[src/rtl/cmac_tx_gate.sv]
// Gates a user AXI-Stream toward the CMAC TX path on whole-packet boundaries and
// pulses the CMAC TX datapath reset on local faults, with a holdoff between pulses.
module cmac_tx_gate #(
   parameter int DATA_WIDTH      = 512,
   parameter int RESET_TIMEOUT   = 50,
   parameter int HOLDOFF_TIMEOUT = 644531250
) (
   input  logic                    tx_clk,
   input  logic                    sys_resetn_in,
   input  logic                    stat_rx_aligned,
   input  logic                    stat_tx_local_fault,
   input  logic [DATA_WIDTH-1:0]   axis_in_tdata,
   input  logic [DATA_WIDTH/8-1:0] axis_in_tkeep,
   input  logic                    axis_in_tlast,
   input  logic                    axis_in_tvalid,
   output logic                    axis_in_tready,
   output logic [DATA_WIDTH-1:0]   axis_out_tdata,
   output logic [DATA_WIDTH/8-1:0] axis_out_tkeep,
   output logic                    axis_out_tlast,
   output logic                    axis_out_tvalid,
   input  logic                    axis_out_tready,
   output logic                    reset_tx_datapath,
   output logic                    link_up,
   output logic [31:0]             drop_count
);

   localparam logic [1:0] IDLE      = 2'd0;
   localparam logic [1:0] PASS      = 2'd1;
   localparam logic [1:0] DROP      = 2'd2;

   localparam logic [1:0] F_IDLE    = 2'd0;
   localparam logic [1:0] F_RESET   = 2'd1;
   localparam logic [1:0] F_HOLDOFF = 2'd2;

   localparam logic [31:0] RST_LOAD  = (RESET_TIMEOUT   == 0) ? 32'd1 : 32'(RESET_TIMEOUT);
   localparam logic [31:0] HOLD_LOAD = (HOLDOFF_TIMEOUT == 0) ? 32'd1 : 32'(HOLDOFF_TIMEOUT);

   logic [1:0]  rst_sync;
   logic        rst_n;
   logic [3:0]  aligned_sync;
   logic        sync_aligned;
   logic [1:0]  p_state;
   logic [1:0]  f_state;
   logic [31:0] f_count;
   logic        fwd;
   logic        in_hs;

   // Reset asserts immediately, releases two tx_clk edges later.
   always_ff @(posedge tx_clk or negedge sys_resetn_in) begin
      if (!sys_resetn_in) rst_sync <= '0;
      else                rst_sync <= {rst_sync[0], 1'b1};
   end
   assign rst_n = rst_sync[1];

   always_ff @(posedge tx_clk or negedge rst_n) begin
      if (!rst_n) aligned_sync <= '0;
      else        aligned_sync <= {aligned_sync[2:0], stat_rx_aligned};
   end
   assign sync_aligned = aligned_sync[3];

   assign reset_tx_datapath = (f_state == F_RESET);
   assign link_up           = sync_aligned & ~reset_tx_datapath;

   always_ff @(posedge tx_clk or negedge rst_n) begin
      if (!rst_n) begin
         f_state <= F_IDLE;
         f_count <= '0;
      end else begin
         case (f_state)
            F_IDLE: begin
               if (stat_tx_local_fault) begin
                  f_state <= F_RESET;
                  f_count <= RST_LOAD;
               end
            end
            F_RESET: begin
               if (f_count <= 32'd1) begin
                  f_state <= F_HOLDOFF;
                  f_count <= HOLD_LOAD;
               end else begin
                  f_count <= f_count - 32'd1;
               end
            end
            F_HOLDOFF: begin
               if (f_count <= 32'd1) begin
                  f_state <= F_IDLE;
                  f_count <= '0;
               end else begin
                  f_count <= f_count - 32'd1;
               end
            end
            default: begin
               f_state <= F_IDLE;
               f_count <= '0;
            end
         endcase
      end
   end

   // Link state only matters in IDLE; once a packet is admitted it runs to tlast.
   always_comb begin
      fwd             = (p_state == PASS) || ((p_state == IDLE) && link_up);
      axis_out_tdata  = axis_in_tdata;
      axis_out_tkeep  = axis_in_tkeep;
      axis_out_tlast  = axis_in_tlast;
      axis_out_tvalid = rst_n & fwd & axis_in_tvalid;
      axis_in_tready  = rst_n & (fwd ? axis_out_tready : 1'b1);
   end

   assign in_hs = axis_in_tvalid & axis_in_tready;

   always_ff @(posedge tx_clk or negedge rst_n) begin
      if (!rst_n) begin
         p_state    <= IDLE;
         drop_count <= '0;
      end else if (in_hs) begin
         case (p_state)
            IDLE:    if (!axis_in_tlast) p_state <= link_up ? PASS : DROP;
            PASS:    if (axis_in_tlast)  p_state <= IDLE;
            DROP:    if (axis_in_tlast)  p_state <= IDLE;
            default: p_state <= IDLE;
         endcase
         if (axis_in_tlast && !fwd && (drop_count != '1))
            drop_count <= drop_count + 32'd1;
      end
   end

endmodule

[config.mk]
export PLATFORM = sky130hd
export DESIGN_NAME = cmac_tx_gate
export DESIGN_NICKNAME = d
export VERILOG_FILES = /design/src/rtl/cmac_tx_gate.sv
export SDC_FILE = /design/constraint.sdc
export NUM_CORES = 1
export LEC_CHECK = 0
export ABC_AREA = 1
export BUFFER_PORTS_ARGS = -buffer_cell sky130_fd_sc_hd__buf_2
export CAP_MARGIN = 10
export CORE_AREA = 2 2 471 473
export CTS_BUF_LIST = sky130_fd_sc_hd__clkbuf_16
export DETAILED_ROUTE_END_ITERATION = 10
export DIE_AREA = 0 0 473 475
export MAX_ROUTING_LAYER = met4
export SYNTH_ARGS = -nofsm -noshare
export SYNTH_HDL_FRONTEND = slang
export SYNTH_SLANG_ARGS = --single-unit
[constraint.sdc]
create_clock -name tx_clk -period 7 [get_ports tx_clk]
set_clock_uncertainty 0.15 [all_clocks]
set_input_delay 2.1 -clock tx_clk [delete_from_list [all_inputs] [get_ports tx_clk]]
set_output_delay 2.1 -clock tx_clk [all_outputs]
set_load 0.005 [all_outputs]
==> metrics.cfg <==
[global_routing]
grt_usage_pct = 13.2
grt_pass1_vias = 5460
grt_max_degree = 47
grt_pass1_wl_um = 164000
antenna_found_initial = 1
grt_overflow = 0

[worst_setup_path]
critPathKind = primary input to primary output
rr_worst_depth = 10
crit_top_cell = buf_2
worstSetupStartpointType = primary input
crit_slowest_cell = a21oi_1
end_kind = primary output
cp_max_fo = 2
required_ns = 4.75
crit_chain = buf_2 > nand2_1 > a21oi_1 > buf_2
arrival_ns = 3.27
cpPeakStageDelay_ns = 0.65

[sta]
worstMarginPinSlew_ns = 0.811
rsz0062_at_grt = false
relSlewSlack_pct = 45.9
fmax_ghz = 0.181
hold_viol_final = 0
post-route-period-util_pct = 78.8
fin_crit_ns = 5.52
setup_violations = 0
fin_hold_ws_ns = 0.110
finalSetupTns_ns = 0
maxSlewViolCount = 0

[cts]
clkTransAtPathRegs_ns = 0.07
post_cts_buffers = 0
cts_buffers = 9
cts_buffer_depth = 2
cts_tree = built
holdBufCountCts = 0
cts-root-buf = clkbuf_16
ctsResizeCount = 0
clock_sinks = 74
htreeDepth = 3
clk_latency_ns = 0.37

[finish]
mostFrequentLayoutCells = 286 x nand2_1, 113 x nor2_1, 73 x dfrtp_1
drive_gt1_share_pct = 11.9
finalNetCount = 1331
fillCellCount = 26100
seqCellArea_um2 = 1860
multi_input_area_um2 = 2620
n_antenna_cell = 0
layout_commonest_cell = nand2_1
fin_util_pct = 4.02
area_growth_pct = -3.36

[power_and_ir_drop]
intPower_mw = 1.07
ir_drop_v = 0.0000914
power_frac_seq_pct = 32.6
switching_power_uw = 880
leakagePower_nw = 2.74
cellPowerDensity_nw_per_um2 = 222
pwr-share-clk_pct = 25.0
switching_share_pct = 45.1
p_comb_share_pct = 42.4

[yosys]
synthCells = 1275
synth_warnings = 0
syn-num-nets = 1863
ys_seq_elements = 74
synth.distinct_cells = 31
syn-cell-area_um2 = 9110
ys_seq_area_share_pct = 20.3
synth.avg_cell_area_um2 = 7.15

[floorplan]
start_util_pct = 4.16
rows = 172
die_w_um = 473
dieHeight_um = 475
io_pins = 1196
coreArea_um2 = 219000
die_area_um2 = 225000

[placement]
dp_hpwl_um = 146000
gp_congestion = 0.913
port_buffers = 43

[detailed_routing]
drt_first_pass_iters = 6
drt_iter0_markers = 305
avgViaCountPerCell = 1.61
routed_wl_um = 151000
routedWlPerCell_um = 41.7
final_antenna_net_count = 0
drc = 0
vias = 5826

[run_status]
status = complete, no violations

[flow_run]
maxCapViolCount = 0

[worst_hold_path]
hp-class = register to asynchronous set/reset pin

## kinds of logic (layout without fill, tap and decap cells)
family | count (synthesis) | in the layout | synth area share [%]
AOI/OAI and AO/OA | 36 | 36 | 2.22
buffers and inverters | 644 | 117 | 50.9
DFF | 74 | 74 | 20.3
adders and majority gates | 5 | 5 | 0.686
other | 1 | 1 | 0.0411
and+or+nand+nor | 481 | 481 | 22.6
xor gates and xnor gates | 34 | 34 | 3.27
## cell type report
cell class | count | area share [%]
repair buffers | 45 | 2.61
multi-input cells | 557 | 29.8
flip-flops and latches | 74 | 21.1
clock inverters | 7 | 0.796
well taps | 2871 | 40.8
clock buffers | 9 | 2.56
inverters | 56 | 2.39
## sequential cells by signal, summed over array words and instances, names as in the netlist
name and flops:
drop_count 32, f_count 32, aligned_sync 4, p_state 2
rst_sync 2, f_state 2
## through the flow
step	area, um2	setup WS (ns)	power (mW)	cells
floorplan	9110	2.34	1.53	1275
finish	8810	1.48	1.95	3619
global placement	8510	1.40	1.47	3603
global route	8810	1.42	2.12	3619
detailed placement	8510	1.41	1.48	3603
CTS	8810	1.40	1.98	3619
## per-layer routing
metal / global-route usage, % / up-vias / routed length [um]
met2: 17.2 / 1171 / 57400
met1: 2.54 / 2191 / 10500
met5: - / - / 0
li1: - / 2253 / -
met3: 31.6 / 211 / 78500
met4: 3.49 / 0 / 4450
## cell usage after synthesis
cell type	n	area share [%]
buf_2	2	0.11
inv_2	3	0.12
nor2_2	5	0.34
a21oi_2	1	0.096
nand3_2	3	0.33
nor2_4	7	0.86
nand2_2	4	0.27
inv_1	52	2.1
o21ai_2	1	0.096
clkbuf_1	1	0.041
o21bai_1	4	0.33
nand2_1	286	12
xnor2_1	13	1.2
ha_1	5	0.69
nand3b_1	15	1.2
a21oi_1	2	0.11
buf_4	579	48
a21boi_0	1	0.082
dfrtp_1	74	20
nor3_1	9	0.49
nand2_4	5	0.62
xor2_1	21	2.0
o21ai_0	19	1.0
conb_1	1	0.041
buf_6	6	0.74
nand4_1	8	0.55
nand3_1	26	1.4
nor2_1	113	4.7
clkinv_1	1	0.041
a21o_1	1	0.082
o21ai_1	7	0.38
## critical path, delay by kind of cell
kind            cells  cell delay [ns]
compound gates      1             0.65
buf+inv             2             0.33
simple gates        1             0.18
## path summary, 6_finish.rpt
kind	startpoint	slack, ns	to
hold reg to reg	rst_sync[1]$_DFF_PN0_	0.11	f_count[2]$_DFFE_PN0P_
hold / removal	rst_sync[1]$_DFF_PN0_	0.11	f_count[2]$_DFFE_PN0P_
setup reg to reg	drop_count[0]$_DFFE_PN0P_	3.93	drop_count[8]$_DFFE_PN0P_
min in group tx_clk	aligned_sync[0]$_DFF_PN0_	0.20	aligned_sync[1]$_DFF_PN0_
max in group asynchronous	sys_resetn_in	5.23	rst_sync[1]$_DFF_PN0_
setup / recovery	axis_in_tvalid	1.48	axis_out_tvalid
## power by group through the flow
stage | clock network (mW) | logic, mW | registers, mW
after floorplan | 0 | 0.917 | 0.614
after global placement | 0 | 0.834 | 0.641
after detailed placement | 0 | 0.835 | 0.642
after CTS | 0.503 | 0.841 | 0.635
after global routing | 0.519 | 0.952 | 0.652
final | 0.487 | 0.829 | 0.637
Power figures use the tool's default switching activity.
